File: src/rtl/bin2bcd_seq.sv
// bin2bcd_seq
// Sequential binary to packed-BCD converter (shift-and-add-3 / double dabble)
// feeding the 8-digit seven-segment display driver. Values that do not fit in
// DIGITS decimal digits saturate to all nines and raise ovf_o.
//
// Ports:
//   clk_i    - system clock, rising edge
//   reset_i  - asynchronous active-low reset
//   start_i  - conversion request, only looked at while idle
//   bin_i    - unsigned binary operand, captured on the accepting edge
//   busy_o   - high while a conversion is in flight
//   done_o   - one-cycle pulse when bcd_o/ovf_o have just been updated
//   cs_o     - write strobe to the display driver, same timing as done_o
//   bcd_o    - packed BCD result, digit 0 (units) in bits [3:0]
//   ovf_o    - high when the last result saturated
module bin2bcd_seq #(
  parameter int BIN_W  = 27,
  parameter int DIGITS = 8
) (
  input  logic                  clk_i,
  input  logic                  reset_i,
  input  logic                  start_i,
  input  logic [BIN_W-1:0]      bin_i,
  output logic                  busy_o,
  output logic                  done_o,
  output logic                  cs_o,
  output logic [4*DIGITS-1:0]   bcd_o,
  output logic                  ovf_o
);

  localparam int BCD_W  = 4 * DIGITS;
  localparam int WORK_W = BCD_W + BIN_W;
  localparam int CNT_W  = (BIN_W > 1) ? $clog2(BIN_W) : 1;

  localparam logic [CNT_W-1:0] LAST_CNT = CNT_W'(BIN_W - 1);
  localparam logic [BCD_W-1:0] ALL_NINES = {DIGITS{4'h9}};

  // Largest value representable in DIGITS decimal digits (10^DIGITS - 1).
  function automatic logic [63:0] maxDecimal(input int n);
    logic [63:0] v;
    v = 64'd1;
    for (int i = 0; i < n; i++) begin
      v = v * 64'd10;
    end
    return v - 64'd1;
  endfunction

  localparam logic [63:0] MAX_VAL = maxDecimal(DIGITS);

  typedef enum logic [1:0] {
    IDLE,
    SHIFT,
    DONE
  } state_t;

  state_t              r_state;
  state_t              w_nextState;
  logic [WORK_W-1:0]   r_work;
  logic [CNT_W-1:0]    r_cnt;
  logic                r_sat;
  logic [BCD_W-1:0]    r_bcd;
  logic                r_ovf;
  logic                r_done;

  logic                w_overRange;
  logic [WORK_W-1:0]   w_adjusted;
  logic [WORK_W-1:0]   w_shifted;

  assign w_overRange = ({{(64-BIN_W){1'b0}}, bin_i} > MAX_VAL);

  // Add-3 correction: every BCD nibble that is 5 or more gets +3 before the
  // shift so that it carries correctly into the next decimal digit. The
  // binary part below the BCD field passes through untouched.
  always_comb begin
    w_adjusted = r_work;
    for (int d = 0; d < DIGITS; d++) begin
      if (r_work[BIN_W + 4*d +: 4] >= 4'd5) begin
        w_adjusted[BIN_W + 4*d +: 4] = r_work[BIN_W + 4*d +: 4] + 4'd3;
      end
    end
  end

  assign w_shifted = {w_adjusted[WORK_W-2:0], 1'b0};

  // State register.
  always_ff @(posedge clk_i or negedge reset_i) begin
    if (!reset_i) begin
      r_state <= IDLE;
    end else begin
      r_state <= w_nextState;
    end
  end

  // Next-state logic. An out-of-range operand skips the shift phase entirely
  // and goes straight to DONE, giving a one-clock saturation path.
  always_comb begin
    w_nextState = r_state;
    case (r_state)
      IDLE: begin
        if (start_i) begin
          w_nextState = w_overRange ? DONE : SHIFT;
        end
      end
      SHIFT: begin
        if (r_cnt == LAST_CNT) begin
          w_nextState = DONE;
        end
      end
      DONE: begin
        w_nextState = IDLE;
      end
      default: begin
        w_nextState = IDLE;
      end
    endcase
  end

  // Datapath: operand capture, the BIN_W shift steps and the result latch.
  // done is registered from the DONE state so it lands in the same cycle as
  // the new bcd/ovf values and the FSM is already back in IDLE, which lets a
  // start in the done cycle be accepted without a dead cycle.
  always_ff @(posedge clk_i or negedge reset_i) begin
    if (!reset_i) begin
      r_work <= '0;
      r_cnt  <= '0;
      r_sat  <= 1'b0;
      r_bcd  <= '0;
      r_ovf  <= 1'b0;
      r_done <= 1'b0;
    end else begin
      r_done <= (r_state == DONE);
      case (r_state)
        IDLE: begin
          if (start_i) begin
            r_sat <= w_overRange;
            r_cnt <= '0;
            if (!w_overRange) begin
              r_work <= {{BCD_W{1'b0}}, bin_i};
            end
          end
        end
        SHIFT: begin
          r_work <= w_shifted;
          r_cnt  <= r_cnt + CNT_W'(1);
        end
        DONE: begin
          r_bcd <= r_sat ? ALL_NINES : r_work[WORK_W-1 -: BCD_W];
          r_ovf <= r_sat;
        end
        default: begin
          r_cnt <= '0;
        end
      endcase
    end
  end

  assign busy_o = (r_state != IDLE);
  assign done_o = r_done;
  assign cs_o   = r_done;
  assign bcd_o  = r_bcd;
  assign ovf_o  = r_ovf;

endmodule

File: config.mk
export PLATFORM = sky130hd
export DESIGN_NAME = bin2bcd_seq
export DESIGN_NICKNAME = d
export VERILOG_FILES = /design/src/rtl/bin2bcd_seq.sv
export SDC_FILE = /design/constraint.sdc
export NUM_CORES = 1
export LEC_CHECK = 0
export ABC_AREA = 0
export BUFFER_PORTS_ARGS = -buffer_cell sky130_fd_sc_hd__clkbuf_2
export CAP_MARGIN = 10
export CORE_MARGIN = 10
export CORE_UTILIZATION = 62
export DETAILED_ROUTE_END_ITERATION = 8
export GPL_ROUTABILITY_DRIVEN = 0
export PLACE_DENSITY = 0.85
export SLEW_MARGIN = 25
export SYNTH_ARGS = -nofsm -noshare
export SYNTH_HDL_FRONTEND = slang
export SYNTH_SLANG_ARGS = --single-unit
File: constraint.sdc
create_clock -name clk_i -period 3.2 [get_ports clk_i]
set_input_delay 0.16 -clock clk_i [delete_from_list [all_inputs] [get_ports clk_i]]
set_output_delay 0.16 -clock clk_i [all_outputs]
set_load 0.02 [all_outputs]
; After elaboration in Yosys (flattened, before gate mapping)
; Cells that the tools add are included.
[totals]
register_bits = 101
output_inout_bits = 36
elab_cells = 57
[op_classes]
addsub = 9
n_lt_le_gt_ge = 9
n_reduce_logical = 7
eq_ne = 6
mux = 18
bitwise = 1
[ops]
columns = operator, n
row1 = $mux W59, 2
row2 = $pmux W59 S2, 1
row3 = $ge A4 B3 Y1 const B, 8
row4 = $mux W32, 1
row5 = $add A4 B2 Y4 const B, 7
row6 = $mux W4, 7
row7 = $gt A27 B27 Y1 const B, 1
row8 = $pmux W5 S3, 1
row9 = $mux W2, 3
row10 = $ne A2 B2 Y1 const B, 3
row11 = $reduce_and A2 Y1, 3
row12 = $add A5 B1 Y5 const B, 1
row13 = $eq A5 B5 Y1 const B, 1
row14 = $mux W5, 1
row15 = $pmux W2 S2, 1
row16 = $reduce_bool A2 Y1, 2
row17 = $add A3 B2 Y3 const B, 1
row18 = $mux W3, 1
row19 = $reduce_and A3 Y1, 1
row20 = $eq A2 B1 Y1 const B, 1
row21 = $eq A2 B2 Y1 const B, 1
row22 = $logic_not A2 Y1, 1
row23 = $not A1 Y1, 1

; Logic depth before layout (Yosys ltp)
[logic_depth]
ltp_word = 4
depth_mapped = 7
mapped_depth_nobuf = 6

; Worst setup path after synthesis
; OpenSTA, ideal clock, no wires.
[synth_timing]
kind = reg2reg
from = reg r_state[1]
to = reg r_work[1]
required_ns = 3.073
stages_incl_launch_ff = 6
setup_time_ns = 0.127
period_less_slack_ns = 1.783
path_buffers = 2
setup_slack_ns = 1.417
arrival_ns = 1.656
path_cell_list = dfrtp_1 nand2b_1 buf_2 clkbuf_1 mux2_2 mux2_1
[synth_via]
elab_chain_len = 3
word_cells_on_any_way = 7
cone_classes = 3 x eq/ne / 1 x mux / 3 x reduce/logical
[synth_lines]
columns = item, line_no
row1 = start: declaration, 56  ; state_t r_state;
row2 = start signal: assignment, 90  ; r_state <= w_nextState;
row3 = $eq A2 B1 Y1 or $logic_not A2 Y1 (tied branches), 132  ; case (r_state)
row4 = $reduce_bool A2 Y1 (no source line) or $ne A2 B2 Y1 (tied branches), n/a
row5 = $reduce_and A3 Y1 (no source line), n/a
row6 = end signal: assignment, 138  ; r_work <= {{BCD_W{1'b0}}, bin_i};
row7 = end signal: assignment, 143  ; r_work <= w_shifted;
row8 = end: declaration, 58  ; logic [WORK_W-1:0] r_work;
; Parallel ways exist; a longest one is shown, timed or not.
; A chain may end at the register's enable or synchronous reset.

; Final worst setup path
[layout_timing]
from = reg r_state[1]
to = reg r_work[54]
; Same word-level chain as after synthesis.

==> PnR_summary.wiki <==
{| class="wikitable"
! Metric !! Value
|-
| Number of violations of the max-capacitance limit || 0
|-
| Critical path startpoint category || register
|-
| Root buffer cell || sky130_fd_sc_hd__clkbuf_8
|-
| Drt via density || a little under 6
|-
| Starting DRC count in detailed routing || 211
|-
| Switching power || between 2 and 2.5 mW
|-
| Fraction of power consumed by the clock network || 12.1%
|-
| Row cnt || 32
|-
| IO buf count || between 60 and 70
|-
| Critical Setup Path Class || reg -> reg
|-
| Inserted Clock Buffers || 9
|-
| CTS tree || done
|-
| Skew final || 0.0108 ns
|-
| Cell class contributing the biggest share of worst-path delay || simple AND/OR/NAND/NOR gates
|-
| Count of boundary I/O pins || 66
|-
| H-tree lvl count || 3
|-
| Share of the synthesized area in the top cell type || 50.1%
|-
| Count of unique library cells instantiated by Yosys || 38
|-
| Critical path fanouts, max || 29
|-
| Most frequent cell after synthesis || sky130_fd_sc_hd__dfrtp_1
|-
| Worst reg-to-reg path cell count || 5
|-
| Die area || approximately 0.012 mm2
|-
| Net switching share of the total power || around two fifths
|-
| Wire length of the first global-routing pass || between 15 and 20 mm
|-
| Vias in the first global route || 3665
|-
| Post-route fraction of the period consumed by the critical path || 61.5%
|-
| Height of the die || approximately 110 um
|-
| Die width || between 100 and 150 um
|-
| Initial standard-cell utilization of the core || roughly 65%
|-
| Worst-path clk slew || approximately 0.09 ns
|-
| Initial DRT Pass Iterations || 4
|-
| Achievable Freq || around 0.5 GHz
|-
| Number of clock sinks seen by CTS || 101
|-
| End of the worst register-to-register path || r_work[54]$_DFFE_PN0P_
|-
| Share of layout cells above drive strength 1 || between 20% and 30%
|-
| Gate power share || between 40% and 50%
|-
| Time the final worst path needs with I/O delays and setup || around 2.0 ns
|-
| DR vias || about 3600
|-
| Final design utilization || between 70% and 80%
|-
| Leakage || 2.74 nW
|-
| Classification of the worst-slack hold path || in -> reg
|-
| Cell with the biggest individual delay on the critical path || sky130_fd_sc_hd__nand2b_2
|-
| Endpoint kind of the worst setup timing path || register
|-
| Yosys warning total || 0
|-
| Number of remaining DRC errors || 0
|-
| Source of the worst hold timing path || bin_i[0]
|-
| Power after layout || approximately 6.1 mW
|-
| Total congestion overflow after global routing || 0
|-
| Top flip-flop cell by instance count after synthesis || sky130_fd_sc_hd__dfrtp_1
|-
| Post-placement worst setup slack || just under 1 ns
|-
| Buffers and inverters on the worst path || 1
|-
| Reg power frac || 38.0%
|-
| Post-route worst setup slack || ~1.2 ns
|-
| Core Box Area || just under 0.008 mm2
|-
| Final ANT Viol Nets || 0
|-
| Total global routing track utilization || between 10% and 20%
|-
| Final Net Count || ~560
|-
| P_int || approximately 3.6 mW
|-
| Proportion of register bits with asynchronous set or reset after synthesis || 100%
|-
| Synthesized instance count || around 450
|-
| Count of cells along the worst hold path || 2
|-
| Cell accounting for the most synthesized area || sky130_fd_sc_hd__dfrtp_1
|-
| Routed wire length || ~11 mm
|-
| Register area share after synthesis || between 50% and 60%
|-
| Post-synth top cells || sky130_fd_sc_hd__dfrtp_1, sky130_fd_sc_hd__o21ai_0, sky130_fd_sc_hd__nand2_1
|-
| Number of endpoints failing setup at the final stage || 0
|-
| Final antenna diode count || 0
|-
| Worst EP required || between 3 and 4 ns
|-
| CP peak stage delay || around 0.61 ns
|-
| Critical Path AT || approximately 2.2 ns
|-
| Initial antenna violation count || 0
|-
| IR drop worst, VDD || 0.580 mV
|-
| Worst reg-to-reg setup slack || around 1.2 ns
|-
| Start point of the critical path || r_state[1]$_DFFE_PN0P_
|-
| Number of storage elements in the synthesis netlist || ~100
|-
| Critical path cell sequence || nand2b_2 > buf_4 > nor4_1 > a31oi_1 > o21ai_0
|-
| Total power divided by cell area || 1090 mW/mm2
|-
| HPWL after DPL || about 7.8 mm
|-
| Clock Tree Buf Depth || 2
|-
| Unrepaired setup endpoints after global routing || false
|-
| Post-route worst hold slack || approximately 0.056 ns
|-
| Slew at the pin with the worst max-slew slack || ~0.94 ns
|-
| Largest net degree at the start of global routing || 49
|-
| Synthesis-to-finish area growth || 11.3%
|-
| Ranking of synthesized cells by area || sky130_fd_sc_hd__dfrtp_1, sky130_fd_sc_hd__mux2_2, sky130_fd_sc_hd__mux2_4
|-
| Number of pins exceeding their max-slew limit in the final report || 0
|-
| Tightest slew margin relative to the limit || approximately 37%
|-
| Hold-critical path endpoint || r_work[0]$_DFFE_PN0P_
|-
| Worst flop-to-flop path startpoint || r_state[1]$_DFFE_PN0P_
|-
| Clock Latency Late Sink || about 0.36 ns
|-
| Setup total negative slack || 0 ns
|-
| Post-Synthesis Net Count || 502
|-
| EDFF count, synth || 0
|-
| Number of gates resized after cts || 0
|-
| Count of endpoints failing hold in the final timing report || 0
|-
| Average detailed-routed wire length per instance || roughly 18 um
|-
| Status || finished clean
|-
| Setup fix buffers added after clock tree synthesis || 0
|-
| Average footprint of a synthesized cell || ~11 um2
|-
| Total standard cell area after synthesis || a little over 0.005 mm2
|-
| Layout fillers || approximately 550
|}
==> worst max-delay path by stage <==
stage                                   to  depth (start not counted)
floorplan            r_work[1]$_DFFE_PN0P_                          5
global route         r_work[2]$_DFFE_PN0P_                          5
detailed placement   r_work[2]$_DFFE_PN0P_                          6
CTS                  r_work[1]$_DFFE_PN0P_                          5
global placement     r_work[2]$_DFFE_PN0P_                          6
finish              r_work[54]$_DFFE_PN0P_                          5
==> per-stage QoR <==
stage                     cells  cell area [um2]
after global placement      604             5420
after floorplan             454             5040
after CTS                   621             5610
after global routing        621             5610
final                       621             5610
after detailed placement    604             5420
==> kinds of logic (layout without fill, tap and decap cells) <==
| logic type | count (synthesis) | after routing | share of synthesized area, % |
|---|---|---|---|
| adders and majority gates | 18 | 18 | 4.47 |
| DFF | 101 | 101 | 50.1 |
| AOI/OAI and AO/OA | 104 | 104 | 12.8 |
| xor gates and xnor gates | 17 | 17 | 2.95 |
| buffers and inverters | 54 | 119 | 5.23 |
| muxes | 61 | 61 | 14.9 |
| and+or+nand+nor | 99 | 99 | 9.50 |
==> flip-flops by register name (all words and copies together) (netlist names) <==
signal,cells
r_cnt,5
r_sat,1
ovf_o,1
r_state,2
r_work,59
cs_o,1
bcd_o,32
==> layout make-up <==
class / instances / area [um2] / area share, %
clock buffer: 11 / 141 / 2.52
inverter: 29 / 109 / 1.94
sequential: 101 / 2530 / 45.1
timing repair buffer: 74 / 410 / 7.31
clock inverter: 5 / 36.3 / 0.647
tap: 102 / 128 / 2.27
multi-input combinational: 299 / 2260 / 40.2
==> placed cells by master (no fill, tap or decap), drive strengths merged, types with 7 or more instances in the layout <==
cell and count:
dfrtp 101, clkbuf 75, mux2 53, o21ai 47, nand2 42, inv 29, nor2 21, ha 18
nand2b 17, xnor2 15, a21oi 11, o22ai 9, nor4 9, o31ai 9, buf 9, mux2i 8
a22o 8, a31oi 8, o32ai 7
==> metal layers <==
metal	track usage, %	part of all wire (%)	vias to the layer above
li1	-	-	1700
met1	23.3	42	1773
met2	29.2	50	98
met3	4.06	6.2	22
met4	7.25	1.7	0
met5	0	0	-
==> timing repair <==
item,4_1_cts,5_1_grt
setup endpoints to repair,0,0
endpoints found under the hold margin,46,0
hold buffers,1,0
==> power by group through the flow <==
| stage | Sequential (mW) | Clock (mW) | Combinational, mW |
|---|---|---|---|
| after CTS | 2.31 | 0.751 | 3.07 |
| after detailed placement | 2.32 | 0 | 3.05 |
| after floorplan | 2.36 | 0 | 2.27 |
| after global routing | 2.39 | 0.813 | 3.36 |
| after global placement | 2.28 | 0 | 2.89 |
| final | 2.32 | 0.742 | 3.05 |
Power figures use the tool's default switching activity.
